File: src/rtl/bn_down_counter.sv
// Modulo-MODULUS down-counter stage with ei/eu borrow chaining, clamped parallel load and a
// registered terminal-count pulse. Define BN_DOWN_COUNTER_SAT_EN to saturate at zero instead of wrapping.
`timescale 1ns/1ps
module bn_down_counter #(
   parameter int N       = 4,
   parameter int MODULUS = 16
) (
   input  logic         clock,
   input  logic         reset_,
   input  logic         ei,
   input  logic         ld,
   input  logic [N-1:0] din,
   output logic [N-1:0] q,
   output logic         eu,
   output logic         zero,
   output logic         tc
);

   localparam logic [N-1:0] ZERO_C = {N{1'b0}};
   localparam logic [N-1:0] ONE_C  = N'(1);
   localparam logic [N-1:0] MAX_C  = N'(MODULUS - 1);

   logic [N-1:0] count_q;
   logic [N-1:0] count_d;
   logic         tc_q;
   logic         tc_d;
   logic         at_zero_s;

   assign at_zero_s = (count_q == ZERO_C);

   // Next-state selection: load beats decrement, decrement beats hold.
   always_comb begin
      count_d = count_q;
      tc_d    = 1'b0;
      if (ld) begin
         // din >= MODULUS clamps to the top of the range.
         if (din > MAX_C) begin
            count_d = MAX_C;
         end else begin
            count_d = din;
         end
      end else if (ei) begin
         if (!at_zero_s) begin
            count_d = count_q - ONE_C;
         end else begin
`ifdef BN_DOWN_COUNTER_SAT_EN
            count_d = ZERO_C;
`else
            count_d = MAX_C;
`endif
            tc_d    = 1'b1;
         end
      end else begin
         count_d = count_q;
      end
   end

   // State register with synchronous active-low reset taking priority over everything.
   always_ff @(posedge clock) begin
      if (!reset_) begin
         count_q <= ZERO_C;
         tc_q    <= 1'b0;
      end else begin
         count_q <= count_d;
         tc_q    <= tc_d;
      end
   end

   // Borrow-out is combinational so a chain of stages ripples within one cycle.
   assign eu   = ei & ~ld & at_zero_s;
   assign zero = at_zero_s;
   assign q    = count_q;
   assign tc   = tc_q;

endmodule

File: config.mk
export PLATFORM = sky130hd
export DESIGN_NAME = bn_down_counter
export DESIGN_NICKNAME = d
export VERILOG_FILES = /design/src/rtl/bn_down_counter.sv
export SDC_FILE = /design/constraint.sdc
export NUM_CORES = 1
export LEC_CHECK = 0
export CORE_AREA = 5 5 42 44
export DETAILED_ROUTE_END_ITERATION = 7
export DIE_AREA = 0 0 47 49
export GPL_TIMING_DRIVEN = 0
export PLACE_DENSITY = 0.61
export SLEW_MARGIN = 30
export SYNTH_ARGS = -nofsm -noshare
export SYNTH_HDL_FRONTEND = slang
export SYNTH_SLANG_ARGS = --single-unit
export TNS_END_PERCENT = 20
File: constraint.sdc
create_clock -name clock -period 1.1 [get_ports clock]
set_input_delay 0.22 -clock clock [delete_from_list [all_inputs] [get_ports clock]]
set_output_delay 0.22 -clock clock [all_outputs]
set_load 0.02 [all_outputs]
==> impl_metrics.yaml, run 1 <==
detailed_routing:
  drt_iter0_markers: 4
  vias: 326
  wl_per_cell_um: 11.2
  detail_route.first_pass.iterations: 3
  viasPerCell: 4.47
  antenna_left: 0
  drcViolationCount: 0
  drt_wl_total_um: 816
clocking:
  clk_latency_ps: 250
  ctsHtreeMaxLevel: 1
  clock_path_buffers: 2
  clock-root-buffer: "clkbuf_4"
  path_clk_slew_ps: 40
  cts_tree: "done"
  numCtsBuffers: 3
  cts.sinks: 5
  cts_hold_buf: 0
yosys:
  syn_area_per_cell_sq_um: 8.52
  synth_warnings: 0
  yosysSeqAreaShare_pct: 36.7
  netlist_area_sq_um: 273
  synth_fp_nets: 41
  syn_inst: 32
  synth-seq-cells: 5
  synth_cell_type_count: 19
job:
  drv_cap: 0
hold_path:
  hold_path_class: "primary input to register"
  holdPathStages: 3
power:
  p_seq_share_pct: 32.9
  switchingPower_uw: 194
  power_density_mw_per_mm2: 1220
  p_total_uw: 654
  p_int_uw: 460
  switching_share_pct: 29.7
  clkPwrFrac_pct: 33.8
  p_leak_nw: 0.239
  comb_power_share_pct: 33.3
  max-vdd-ir-drop_mv: 0.633
grt:
  grt.overflow.total: 0
  grt_max_degree: 8
  track_usage_pct: 8.46
  grt_pass1_vias: 285
  antenna_found_initial: 0
  grt_pass1_wl_um: 1280
setup_path:
  cp.required_ps: 880
  worstPathArrival_ps: 1280
  crit_fanout: 4
  slowest_delay_ps: 350
  crit_slowest_cell: "dfxtp_4"
  path_cells: "inv_2 -> ha_4 -> nor3b_4 -> and3_4 -> buf_6"
  critPathKind: "register to output port"
  end_kind: "output port"
  start_kind: "register"
  r2r_cells: 6
timing:
  fin_crit_ps: 1500
  period_share_pct: 137
  slew-limit-headroom_pct: 80.5
  hold_viol: 0
  finClkSkew_ps: 0.381
  finalSetupViolCount: 4
  maxSlewViolCount: 0
  whs_ps: 528
  setup_ws_ps: -402
  rsz0062_at_grt: "yes"
  fmax_mhz: 666
  worstMarginPinSlew_ps: 291
place:
  placement.io_buffers: 14
  gp_congestion: 0.708
  place_hpwl_um: 577
finish:
  fin_nets: 67
  antenna_cells: 0
  post-route-util_pct: 38.4
  area_growth_syn_to_layout_pct: 97.2
  layout-drive-gt1-share_pct: 40.4
status:
  outcome: "finished, violations left"
  violations: "setup timing"
floorplan:
  start_util_pct: 19.5
  pin_count: 15
  die_x_um: 47
  die_h_um: 49
  dieArea_sq_mm: 0.00230
  core_sq_mm: 0.00140
  num_rows: 14
-- routing by layer --
| metal | GRT usage (%) | vias to the layer above | share of wire [%] |
|---|---|---|---|
| met2 | 11.1 | 16 | 44 |
| met1 | 9.47 | 148 | 44 |
| met5 | 0 | - | 0 |
| li1 | - | 162 | - |
| met4 | 4.15 | 0 | 0 |
| met3 | 7.01 | 0 | 13 |
-- what timing repair did --
action,in CTS,in global routing
setup buffers,4,3
setup endpoints to repair,8,7
pin swaps,3,3
resized for setup,23,8
-- registers in the layout, summed over array words and instances, names as in the netlist --
name and count:
q 4, tc 1
-- cells in the mapped netlist (all sizes together) --
master,n,area (sq um)
ha,1,12.5
a21oi,4,20.0
mux2i,1,10.0
o21ai,1,5.00
dfxtp,5,100
nor4b,1,8.76
o21bai,1,7.51
inv,5,18.8
xnor2,1,8.76
nor2,1,3.75
nor3b,2,20.0
xor2,1,8.76
nand2,3,11.3
o32ai,1,8.76
nand3b,1,7.51
o211ai,1,7.51
and2,1,6.26
and3,1,7.51
-- cells by family (layout without fill, tap and decap cells) --
kind of cell / count (synthesis) / in the layout / share of synthesized area [%]
compound gates: 8 / 8 / 17.9
flops: 5 / 5 / 36.7
fa+ha+maj: 1 / 1 / 4.59
simple gates: 10 / 10 / 23.9
xor+xnor: 2 / 2 / 6.42
mux: 1 / 1 / 3.67
buf+inv: 5 / 30 / 6.88
-- layout make-up --
class / instances / area [sq um]
Inverter: 5 / 21.3
Multi-Input combinational cell: 22 / 176
Sequential cell: 5 / 109
Clock buffer: 4 / 26.3
Timing Repair Buffer: 21 / 185
Tap cell: 16 / 20.0
Fill cell: 165 / 863
-- metrics by stage --
step	TNS (ps)	setup WS, ps	instance area, sq um	std cells
after floorplan	-455	-248	303	32
after global placement	-2660	-787	463	62
after detailed placement	-2740	-791	463	62
after CTS	-1100	-431	504	70
after global routing	-1290	-461	538	73
final	-982	-402	538	73
-- power by group through the flow --
stage	Sequential, mW	Combinational, mW	Clock (mW)
floorplan	0.234	0.0836	0
global placement	0.221	0.183	0
detailed placement	0.221	0.185	0
CTS	0.217	0.190	0.239
global route	0.217	0.239	0.249
finish	0.215	0.218	0.221
-- worst max-delay path, delay by kind of cell, from the launching register on --
kind / cells / cell delay, ps
fa+ha+maj: 1 / 120
buf+inv: 2 / 170
flops: 1 / 350
simple gates: 2 / 400
-- placed cells by master, fill, tap and decap left out, types with 2 or more instances in the layout --
master	Yosys	layout
inv_1	5	3
nand2_1	3	3
clkdlybuf4s50_1	0	7
buf_6	0	3
buf_4	0	7
dfxtp_4	0	2
a21oi_1	4	4
buf_2	0	2
dfxtp_1	5	2
clkbuf_4	0	3
-- final timing paths --
check	to	slack [ps]	start
hold / removal	q[1]	530	din[1]
setup / recovery	eu	-400	q[1]
setup reg to reg	q[3]	-60	q[1]
hold reg to reg	q[1]	630	q[1]
(Power assumes the default switching activity.)
==> run 2: changes to the inputs <==
--- a/config.mk
+++ b/config.mk
@@ -7,5 +7,5 @@
 export LEC_CHECK = 0
-export CORE_AREA = 5 5 42 44
+export CORE_AREA = 2 2 39 41
 export DETAILED_ROUTE_END_ITERATION = 7
-export DIE_AREA = 0 0 47 49
+export DIE_AREA = 0 0 41 43
 export GPL_TIMING_DRIVEN = 0
==> constraint.sdc (replaced) <==
create_clock -name clock -period 1.1 [get_ports clock]
set_input_delay 0.11 -clock clock [delete_from_list [all_inputs] [get_ports clock]]
set_output_delay 0.11 -clock clock [all_outputs]
set_load 0.02 [all_outputs]
==> impl_metrics.yaml, run 2 (same netlist as run 1, synthesis figures left out) <==
floorplan:
  die_h_um: 43
  pin_count: 15
  num_rows: 14
  die_x_um: 41
  start_util_pct: 19.7
  core_sq_mm: 0.00138
  dieArea_sq_mm: 0.00176
place:
  placed_cells: 62
  pre_cts_ws_ps: -563
  placement.io_buffers: 14
  gp_congestion: 0.698
  placed_area_sq_um: 463
  place_hpwl_um: 502
finish:
  largest_register_ffs: 4
  antenna_cells: 0
  final_cell_mix: "7 x clkdlybuf4s50_1, 6 x buf_4, 4 x a21oi_1"
  register_area_sq_um: 109
  nFillCells: 153
  layout-drive-gt1-share_pct: 38.2
  post-route-util_pct: 37.9
  post-route-cell-area_sq_um: 524
  final_common_cell: "clkdlybuf4s50_1"
  final_cells: 71
  area_growth_syn_to_layout_pct: 92.2
  fin_nets: 65
  multiInputGateArea_sq_um: 179
clocking:
  clk_latency_ps: 240
  cts_tree: "done"
  clock_path_buffers: 2
  cts_hold_buf: 0
  cts.sinks: 5
  numCtsBuffers: 3
  clock-root-buffer: "clkbuf_4"
  path_clk_slew_ps: 40
  ctsHtreeMaxLevel: 1
setup_path:
  reg2reg_to: "tc"
  rrSetupSlack_ps: -100
  critPathKind: "register to output port"
  worstPathArrival_ps: 1270
  r2r_cells: 6
  crit_fanout: 3
  end_kind: "output port"
  cp.required_ps: 990
  r2r_start: "q[1]"
  start_kind: "register"
grt:
  grt_pass1_wl_um: 1210
  track_usage_pct: 10.5
  antenna_found_initial: 0
  grt.overflow.total: 0
  grt_pass1_vias: 296
  grt_max_degree: 8
timing:
  maxSlewViolCount: 0
  whs_ps: 413
  finalSetupViolCount: 4
  hold_viol: 0
  slew-limit-headroom_pct: 81.0
  setup_ws_ps: -279
  finClkSkew_ps: 0.168
  fin_crit_ps: 1380
  period_share_pct: 125
  fmax_mhz: 725
  rsz0062_at_grt: "yes"
  worstMarginPinSlew_ps: 285
job:
  drv_cap: 0
power:
  p_leak_nw: 0.234
  max-vdd-ir-drop_mv: 0.424
  power_density_mw_per_mm2: 1200
detailed_routing:
  drcViolationCount: 0
  detail_route.first_pass.iterations: 2
  viasPerCell: 4.45
  drt_wl_total_um: 683
  wl_per_cell_um: 9.62
  vias: 316
  antenna_left: 0
  drt_iter0_markers: 2
status:
  outcome: "finished, violations left"
  violations: "setup timing"
hold_path:
  holdPathStages: 3
  hold_path_class: "primary input to register"
  hp-start: "din[1]"
  min_to: "q[1]"
run 2: worst max-delay path: stages, from the launching register on:
cell and delay [ps]:
dfxtp_4 350, inv_4 50, ha_4 130, nor3b_4 170, and3_4 210, buf_6 110
run 2: repair_timing:
action | CTS | global route
endpoints found under the setup margin | 8 | 6
gates resized for setup | 17 | 4
pin swaps | 1 | 3
buffers inserted | 3 | 2
gates cloned | 0 | 0
run 2: metal layers:
layer,global-route usage (%),share of wire [%],up-vias
met5,0,0,-
met4,2.00,0,0
met3,7.85,12,0
met2,13.4,43,18
met1,14.1,45,140
li1,-,-,158
run 2: layout make-up:
| type | instances | area share, % |
|---|---|---|
| Clock buffer | 4 | 5.01 |
| Sequential cell | 5 | 20.8 |
| Tap cell | 16 | 3.82 |
| Inverter | 5 | 4.06 |
| Multi-Input combinational cell | 22 | 34.1 |
| Timing Repair Buffer | 19 | 32.2 |
run 2: worst max path at each step:
stage	startpoint	end	slack, ps	cells past startpoint
finish	q[1]	eu	-280	5
global route	q[1]	eu	-360	5
CTS	q[0]	eu	-300	5
detailed placement	ld	eu	-560	4
global placement	ei	eu	-560	3
floorplan	q[1]	tc	-200	5
run 2: metrics by stage:
stage               total power, mW  TNS [ps]
floorplan                     0.317      -342
global placement              0.402     -1320
detailed placement            0.404     -1390
CTS                           0.631      -533
global route                  0.672      -855
finish                        0.630      -575
run 2: power breakdown:
| part | total [mW] | switching, mW | internal (mW) |
|---|---|---|---|
| Sequential | 0.215 | 0.0182 | 0.197 |
| Combinational | 0.195 | 0.0849 | 0.110 |
| Clock | 0.220 | 0.0821 | 0.138 |
| Total | 0.630 | 0.185 | 0.444 |
